==> config.mk <==
export PLATFORM = sky130hd
export DESIGN_NAME = csi2_pkt_parser_flat
export DESIGN_NICKNAME = d
export VERILOG_FILES = /design/src/rtl/csi2_pkg.sv /design/src/rtl/csi2_pkt_parser_if.sv /design/src/rtl/csi2_crc16_x2.sv /design/src/rtl/csi2_pkt_parser.sv /design/src/flat_wrapper.sv
export SDC_FILE = /design/constraint.sdc
export NUM_CORES = 1
export LEC_CHECK = 0
export CAP_MARGIN = 20
export CORE_MARGIN = 4
export CORE_UTILIZATION = 50
export CTS_CLUSTER_SIZE = 28
export DETAILED_ROUTE_END_ITERATION = 8
export HOLD_SLACK_MARGIN = 0.12
export PLACE_DENSITY = 0.77
export SYNTH_ARGS = -nofsm -noshare
export SYNTH_HDL_FRONTEND = slang
export SYNTH_SLANG_ARGS = --single-unit
==> constraint.sdc <==
create_clock -name clk -period 10.1 [get_ports clk]
set_input_delay 2.02 -clock clk [delete_from_list [all_inputs] [get_ports clk]]
set_output_delay 2.02 -clock clk [all_outputs]
set_load 0.005 [all_outputs]
==> src/rtl/csi2_pkg.sv <==
// Shared CSI-2 definitions: data-type codes, parser state encoding, header ECC.
// Latency: n/a (types, constants and a pure function).
// Backpressure: n/a.
package csi2_pkg;

   localparam logic [5:0]  DT_FS       = 6'h00;
   localparam logic [5:0]  DT_FE       = 6'h01;
   localparam logic [5:0]  DT_LS       = 6'h02;
   localparam logic [5:0]  DT_LE       = 6'h03;
   localparam logic [5:0]  DT_RAW10    = 6'h2B;
   // Data types below this value are short packets (no payload, no CRC).
   localparam logic [5:0]  DT_LONG_MIN = 6'h10;
   localparam logic [15:0] CRC_INIT    = 16'hFFFF;

   typedef enum logic [1:0] {
      IDLE = 2'd0,
      HDR  = 2'd1,
      PAY  = 2'd2,
      CRC  = 2'd3
   } state_e;

   // CSI-2 6-bit Hamming parity over the 24 header bits {WC[15:0], DI[7:0]}.
   function automatic logic [5:0] csi2_ecc6(input logic [23:0] d);
      logic [5:0] p;
      p[0] = d[0]^d[1]^d[2]^d[4]^d[5]^d[7]^d[10]^d[11]^d[13]^d[16]^d[20]^d[21]^d[22]^d[23];
      p[1] = d[0]^d[1]^d[3]^d[4]^d[6]^d[8]^d[10]^d[12]^d[14]^d[17]^d[20]^d[21]^d[22]^d[23];
      p[2] = d[0]^d[2]^d[3]^d[5]^d[6]^d[9]^d[11]^d[12]^d[15]^d[18]^d[20]^d[21]^d[22];
      p[3] = d[1]^d[2]^d[3]^d[7]^d[8]^d[9]^d[13]^d[14]^d[15]^d[19]^d[20]^d[21]^d[23];
      p[4] = d[4]^d[5]^d[6]^d[7]^d[8]^d[9]^d[16]^d[17]^d[18]^d[19]^d[20]^d[22]^d[23];
      p[5] = d[10]^d[11]^d[12]^d[13]^d[14]^d[15]^d[16]^d[17]^d[18]^d[19]^d[21]^d[22]^d[23];
      return p;
   endfunction

endpackage

==> src/rtl/csi2_pkt_parser_if.sv <==
// Bundle between the lane merger, the packet parser and the RAW10 unpacker.
// Latency: n/a (wiring only).
// Backpressure: none; in_vld low is a stall, there is no ready.
// Signals: in_vld/in_sop/in_data (byte stream in), raw_vld/raw_data/raw_vsync (pixel side),
//          line_start/frame_end/frame_num (framing), err_ecc/err_crc/err_wc/err_trunc (status).
interface csi2_pkt_parser_if;
   logic        in_vld;
   logic        in_sop;
   logic [15:0] in_data;
   logic        raw_vld;
   logic [15:0] raw_data;
   logic        raw_vsync;
   logic        line_start;
   logic        frame_end;
   logic [15:0] frame_num;
   logic        err_ecc;
   logic        err_crc;
   logic        err_wc;
   logic        err_trunc;

   // Upstream side: drives the byte stream, observes parser outputs.
   modport master (
      output in_vld, in_sop, in_data,
      input  raw_vld, raw_data, raw_vsync, line_start, frame_end, frame_num,
      input  err_ecc, err_crc, err_wc, err_trunc
   );

   // Parser side.
   modport slave (
      input  in_vld, in_sop, in_data,
      output raw_vld, raw_data, raw_vsync, line_start, frame_end, frame_num,
      output err_ecc, err_crc, err_wc, err_trunc
   );
endinterface

==> src/rtl/csi2_crc16_x2.sv <==
// Next-state of the CSI-2 payload CRC-16 after two bytes (data[7:0] first, each LSB-first).
// Latency: combinational.
// Backpressure: n/a; the caller decides when to register crc_nxt.
// Ports: crc = current CRC, data = payload word, crc_nxt = CRC after both bytes.
module csi2_crc16_x2 (
   input  logic [15:0] crc,
   input  logic [15:0] data,
   output logic [15:0] crc_nxt
);

   logic [15:0] c_v;
   logic        fb_v;

   // Reflected form of x^16+x^12+x^5+1: shifting right and XORing 0x8408
   // processes bits LSB-first, which is the CSI-2 wire order.
   always_comb begin
      c_v  = crc;
      fb_v = 1'b0;
      for (int i = 0; i < 16; i++) begin
         fb_v = c_v[0] ^ data[i];
         c_v  = {1'b0, c_v[15:1]} ^ (fb_v ? 16'h8408 : 16'h0000);
      end
      crc_nxt = c_v;
   end

endmodule

==> src/rtl/csi2_pkt_parser.sv <==
// CSI-2 2-lane packet parser: decodes headers, forwards RAW10 payload on VC_SEL, checks ECC/CRC.
// Latency: every output is registered, 1 clk after the in_vld word that causes it.
// Backpressure: none; in_vld low stalls all state and produces no pulses.
// Ports: clk, reset (sync, active-high); bus (slave) carries in_* stream and all outputs.
module csi2_pkt_parser #(
   parameter logic [1:0] VC_SEL   = 2'd0,
   parameter logic [5:0] DT_RAW10 = 6'h2B
) (
   input logic              clk,
   input logic              reset,
   csi2_pkt_parser_if.slave bus
);
   import csi2_pkg::*;

   state_e      state_q, state_d;
   logic [15:0] word0_q, word0_d;
   logic [16:0] cnt_q, cnt_d;
   logic        fwd_q, fwd_d;
   logic [15:0] crc_q, crc_d;
   logic [15:0] crc_nxt;

   logic        raw_vld_q, raw_vld_d;
   logic [15:0] raw_data_q, raw_data_d;
   logic        raw_vsync_q, raw_vsync_d;
   logic        line_start_q, line_start_d;
   logic        frame_end_q, frame_end_d;
   logic [15:0] frame_num_q, frame_num_d;
   logic        err_ecc_q, err_ecc_d;
   logic        err_crc_q, err_crc_d;
   logic        err_wc_q, err_wc_d;
   logic        err_trunc_q, err_trunc_d;

   // Header fields: word0 was latched on SOP, the current in_data is word1.
   logic [7:0]  di;
   logic [1:0]  vc;
   logic [5:0]  dt;
   logic [15:0] wc;
   logic        ecc_ok;
   logic        raw_sel;
   logic        wc_ok;

   assign di      = word0_q[7:0];
   assign vc      = di[7:6];
   assign dt      = di[5:0];
   assign wc      = {bus.in_data[7:0], word0_q[15:8]};
   assign ecc_ok  = (bus.in_data[15:8] == {2'b00, csi2_ecc6({wc, di})});
   assign raw_sel = (vc == VC_SEL) && (dt == DT_RAW10);
   // RAW10 packs 4 pixels in 5 bytes; 2 bytes/clk means a whole line must be a multiple of 10.
   assign wc_ok   = (wc != 16'd0) && ((wc % 16'd10) == 16'd0);

   csi2_crc16_x2 u_crc (
      .crc     (crc_q),
      .data    (bus.in_data),
      .crc_nxt (crc_nxt)
   );

   always_comb begin
      state_d      = state_q;
      word0_d      = word0_q;
      cnt_d        = cnt_q;
      fwd_d        = fwd_q;
      crc_d        = crc_q;
      raw_vld_d    = 1'b0;
      raw_data_d   = raw_data_q;
      raw_vsync_d  = 1'b0;
      line_start_d = 1'b0;
      frame_end_d  = 1'b0;
      frame_num_d  = frame_num_q;
      err_ecc_d    = 1'b0;
      err_crc_d    = 1'b0;
      err_wc_d     = 1'b0;
      err_trunc_d  = 1'b0;

      if (bus.in_vld) begin
         if (bus.in_sop) begin
            // A new packet always wins; anything in flight is abandoned.
            err_trunc_d = (state_q != IDLE);
            word0_d     = bus.in_data;
            state_d     = HDR;
         end else begin
            case (state_q)
               IDLE: state_d = IDLE;
               HDR: begin
                  crc_d = CRC_INIT;
                  fwd_d = 1'b0;
                  if (!ecc_ok) begin
                     err_ecc_d = 1'b1;
                     state_d   = IDLE;
                  end else if (dt < DT_LONG_MIN) begin
                     state_d = IDLE;
                     if (vc == VC_SEL) begin
                        if (dt == DT_FS) begin
                           raw_vsync_d = 1'b1;
                           frame_num_d = wc;
                        end
                        frame_end_d = (dt == DT_FE);
                     end
                  end else begin
                     fwd_d        = raw_sel && wc_ok;
                     line_start_d = raw_sel && wc_ok;
                     err_wc_d     = raw_sel && !wc_ok;
                     // Discarded packets also swallow the CRC word, hence +2 bytes.
                     cnt_d        = (raw_sel && wc_ok) ? {2'b00, wc[15:1]}
                                                       : (({1'b0, wc} + 17'd3) >> 1);
                     state_d      = PAY;
                  end
               end
               PAY: begin
                  if (fwd_q) begin
                     raw_vld_d  = 1'b1;
                     raw_data_d = bus.in_data;
                     crc_d      = crc_nxt;
                  end
                  cnt_d = cnt_q - 17'd1;
                  if (cnt_q == 17'd1) begin
                     state_d = fwd_q ? CRC : IDLE;
                  end
               end
               CRC: begin
                  err_crc_d = (bus.in_data != crc_q);
                  state_d   = IDLE;
               end
               default: state_d = IDLE;
            endcase
         end
      end
   end

   always_ff @(posedge clk) begin
      if (reset) begin
         state_q      <= IDLE;
         word0_q      <= 16'h0000;
         cnt_q        <= 17'd0;
         fwd_q        <= 1'b0;
         crc_q        <= CRC_INIT;
         raw_vld_q    <= 1'b0;
         raw_data_q   <= 16'h0000;
         raw_vsync_q  <= 1'b0;
         line_start_q <= 1'b0;
         frame_end_q  <= 1'b0;
         frame_num_q  <= 16'h0000;
         err_ecc_q    <= 1'b0;
         err_crc_q    <= 1'b0;
         err_wc_q     <= 1'b0;
         err_trunc_q  <= 1'b0;
      end else begin
         state_q      <= state_d;
         word0_q      <= word0_d;
         cnt_q        <= cnt_d;
         fwd_q        <= fwd_d;
         crc_q        <= crc_d;
         raw_vld_q    <= raw_vld_d;
         raw_data_q   <= raw_data_d;
         raw_vsync_q  <= raw_vsync_d;
         line_start_q <= line_start_d;
         frame_end_q  <= frame_end_d;
         frame_num_q  <= frame_num_d;
         err_ecc_q    <= err_ecc_d;
         err_crc_q    <= err_crc_d;
         err_wc_q     <= err_wc_d;
         err_trunc_q  <= err_trunc_d;
      end
   end

   assign bus.raw_vld    = raw_vld_q;
   assign bus.raw_data   = raw_data_q;
   assign bus.raw_vsync  = raw_vsync_q;
   assign bus.line_start = line_start_q;
   assign bus.frame_end  = frame_end_q;
   assign bus.frame_num  = frame_num_q;
   assign bus.err_ecc    = err_ecc_q;
   assign bus.err_crc    = err_crc_q;
   assign bus.err_wc     = err_wc_q;
   assign bus.err_trunc  = err_trunc_q;

endmodule

==> src/flat_wrapper.sv <==
// flat-port wrapper written by rule: the top's interface ports become plain ports
module csi2_pkt_parser_flat import csi2_pkg::*;
#(
   parameter logic [1:0] VC_SEL   = 2'd0,
   parameter logic [5:0] DT_RAW10 = 6'h2B
)
  (clk, reset, bus_in_vld, bus_in_sop, bus_in_data, bus_raw_vld, bus_raw_data, bus_raw_vsync, bus_line_start, bus_frame_end, bus_frame_num, bus_err_ecc, bus_err_crc, bus_err_wc, bus_err_trunc);
  csi2_pkt_parser_if bus_i ();
  input logic clk;
  input logic reset;
  input wire logic [$bits(bus_i.in_vld)-1:0] bus_in_vld;
  input wire logic [$bits(bus_i.in_sop)-1:0] bus_in_sop;
  input wire logic [$bits(bus_i.in_data)-1:0] bus_in_data;
  output wire logic [$bits(bus_i.raw_vld)-1:0] bus_raw_vld;
  output wire logic [$bits(bus_i.raw_data)-1:0] bus_raw_data;
  output wire logic [$bits(bus_i.raw_vsync)-1:0] bus_raw_vsync;
  output wire logic [$bits(bus_i.line_start)-1:0] bus_line_start;
  output wire logic [$bits(bus_i.frame_end)-1:0] bus_frame_end;
  output wire logic [$bits(bus_i.frame_num)-1:0] bus_frame_num;
  output wire logic [$bits(bus_i.err_ecc)-1:0] bus_err_ecc;
  output wire logic [$bits(bus_i.err_crc)-1:0] bus_err_crc;
  output wire logic [$bits(bus_i.err_wc)-1:0] bus_err_wc;
  output wire logic [$bits(bus_i.err_trunc)-1:0] bus_err_trunc;
  assign bus_i.in_vld = bus_in_vld;
  assign bus_i.in_sop = bus_in_sop;
  assign bus_i.in_data = bus_in_data;
  assign bus_raw_vld = bus_i.raw_vld;
  assign bus_raw_data = bus_i.raw_data;
  assign bus_raw_vsync = bus_i.raw_vsync;
  assign bus_line_start = bus_i.line_start;
  assign bus_frame_end = bus_i.frame_end;
  assign bus_frame_num = bus_i.frame_num;
  assign bus_err_ecc = bus_i.err_ecc;
  assign bus_err_crc = bus_i.err_crc;
  assign bus_err_wc = bus_i.err_wc;
  assign bus_err_trunc = bus_i.err_trunc;
  csi2_pkt_parser #(.VC_SEL(VC_SEL), .DT_RAW10(DT_RAW10)) u_core (.clk(clk), .reset(reset), .bus(bus_i));
endmodule
==> out/results.ini <==
[placed_design]
port_buffers=59
dp_hpwl_mm=15.4
place.gp.congestion=0.978
post_dp_cell_area_sq_um=8020

[synth]
synth_seq_cells=92
synthFlopType=dfxtp_1
synth.net_count=1016
synth_edf_count=0
ys_seq_area_share_pct=25.0
synth_top_area_cell=dfxtp_1
synth-async-reset-ratio_pct=0
yosysWarnings=0
synth.top_cell.area_share_pct=25.0
synthCells=979
synth_cell_types=87
avgSynthCellArea_sq_um=7.53
ys_top_cells_by_area=dfxtp_1, xnor2_1, nand2_1
syn_area_sq_um=7370

[die]
ioPinCount=60
initial_core_util_pct=50.9
design.core.area_sq_um=14500
die_h_um=129
rows=44
die-area_sq_um=16800
die_w_um=129

[power]
p_int_uw=706
p_comb_share_pct=36.3
power_frac_seq_pct=34.0
switching_share_pct=36.3
p_leak_uw=0.00278
powerDensity_nw_per_um2=133
clkPwrFrac_pct=29.7
ir_worst_vdd_mv=0.0927
power_switching_uw=402

[routing]
routed_wl_mm=21.8
drt_iter0_markers=965
drtAntennaViolNets=0
dr.pass1.iters=7
vias=7544
wire_per_inst_um=18.4
viasPerCell=6.36
drc=0

[sta]
maxSlewViolCount=0
period_share_pct=84.6
rsz0062_at_grt=no
period_needed_ns=8.55
skew_ns=0.0106
fmax_mhz=117
hold_violations=0
worst_slew_pin_slew_ns=0.936
finalSetupViolCount=0
fin_tns_setup_ns=0
relSlewSlack_pct=37.6

[finish]
antenna_cells=0
area_growth_pct=13.1
drive_above_1_share_pct=6.78
layout_common_cells=nand2_1, xnor2_1, dfxtp_1
fin_nets=1035
final_area_sq_um=8340
final_common_cell=nand2_1

[clocking]
clock_latency_ns=0.35
cts_made_buffers=9
cts_sinks=92
cts_buffer_depth=2
cts_max_level=3
clkTransAtPathRegs_ns=0.07
cts.hold.buffers_added=0
cts_tree=done
cts-resized-gates=0
cts_setup_buffers=0
cts_root_buf=clkbuf_16

[global_route]
overflow=0
grt_pass1_vias=6834
grt_max_degree=72
antenna_found_initial=0
grt_use_total_pct=25.5
grt_first_pass_wirelength_mm=34.9

[worst_hold_path]
hold_class=reg2reg
hp-start=u_core.bus.raw_data[13]

[worst_setup_path]
startpoint_type=input port
critPathLaunch=bus_in_data[3]
worstReg2RegEnd=u_core.cnt_q[11]
reg2reg_depth=22
endpoint=u_core.cnt_q[11]
crit_required_ns=10.34
endpoint_kind=flop
r2r_start=u_core.word0_q[11]
critical_path_class=in2reg
crit_fanout=15
regToRegSetupSlack_ns=2.57
cp.arrival_ns=8.79

[run_status]
outcome=finished, final reports clean

[run]
cap_violations=0

## metrics by stage
stage | power [uW] | hold WS (ns) | worst slack [ns] | utilization [%] | instances
after floorplan | 700 | 0.450 | 2.77 | - | 979
after global placement | 775 | 0.444 | 1.46 | 55.3 | 1169
after detailed placement | 776 | 0.448 | 1.39 | 55.4 | 1170
after CTS | 1100 | 0.455 | 1.72 | 57.4 | 1186
after global routing | 1160 | 0.469 | 1.05 | 57.6 | 1187
final | 1110 | 0.459 | 1.55 | 57.6 | 1187
## worst min path at each step
stage | cells after the start | endpoint
2_1_floorplan | 2 | u_core.cnt_q[16]
3_3_place_gp | 2 | u_core.bus.raw_data[13]
3_5_place_dp | 2 | u_core.bus.raw_data[14]
4_1_cts | 2 | u_core.bus.raw_data[14]
5_1_grt | 2 | u_core.bus.raw_data[4]
6_report | 2 | u_core.bus.raw_data[13]
## worst max-delay path, cell delays in order
cell	delay [ns]
clkdlybuf4s50_1	0.74
or4_1	0.73
nor2_1	0.37
a41oi_1	0.30
and3_1	0.28
nor2_2	0.27
nor2_1	0.12
a221o_1	0.53
o21ai_1	0.31
nor2_1	0.08
o31ai_1	0.61
a41o_1	0.27
a21bo_1	0.34
a2111oi_0	0.15
a31o_2	0.25
nor3_1	0.46
nor4_4	0.08
buf_4	0.21
nor3_1	0.26
xnor2_1	0.12
a221oi_1	0.29
## layer usage
layer / vias up / wire, um / global-route usage (%)
met5: - / 0 / 0
met4: 0 / 543 / 7.64
met1: 3525 / 9590 / 35.5
li1: 3586 / - / -
met2: 377 / 9930 / 41.2
met3: 56 / 1760 / 3.46
## flip-flops by register name (all words and copies together), names as in the netlist
| name | cells |
|---|---|
| u_core.word0_q | 16 |
| u_core.bus.raw_vsync | 1 |
| u_core.bus.err_trunc | 1 |
| u_core.bus.line_start | 1 |
| u_core.bus.frame_num | 16 |
| u_core.state_q | 2 |
| u_core.bus.raw_data | 16 |
| u_core.bus.raw_vld | 1 |
| u_core.bus.err_ecc | 1 |
| u_core.bus.err_crc | 1 |
| u_core.cnt_q | 17 |
| u_core.bus.err_wc | 1 |
| u_core.bus.frame_end | 1 |
| u_core.fwd_q | 1 |
| u_core.crc_q | 16 |
## cell usage after synthesis, types with 7 or more instances
cell / count
buf_2: 13
nand3_1: 33
dfxtp_1: 92
nand2b_1: 14
clkbuf_1: 43
o22ai_1: 22
ha_1: 17
nand3b_1: 7
nor2b_1: 7
inv_1: 17
o31ai_1: 12
clkinv_1: 7
o21ai_0: 29
a31oi_1: 10
mux2i_1: 11
xor2_1: 19
nand4_1: 16
xnor2_1: 104
nor2_1: 84
o211ai_1: 9
nor3_1: 27
nand2_1: 131
nor4_1: 18
a21oi_1: 78
a221oi_1: 8
buf_1: 8
and3_1: 8
## final cells by class
type	count	area, sq um
inverter	24	90.1
tap	184	230
multi-input combinational	796	5160
clock buffer	11	253
sequential	92	1840
timing repair buffer	75	729
clock inverter	5	35.0
fill	1345	6140
## cells by family after synthesis
logic type / after synthesis / share of synthesized area, %
muxes: 12 / 1.65
xor gates and xnor gates: 123 / 14.6
adders and majority gates: 17 / 2.89
DFF: 92 / 25.0
AOI/OAI and AO/OA: 247 / 23.2
and+or+nand+nor: 397 / 27.6
buffers and inverters: 91 / 5.06
## power groups by stage
stage               sequential (uW)  clock [uW]  combinational, uW
floorplan                       380           0                320
global placement                385           0                390
detailed placement              385           0                391
CTS                             377         334                394
global route                    378         345                436
finish                          377         329                402
(Power assumes the default switching activity.)
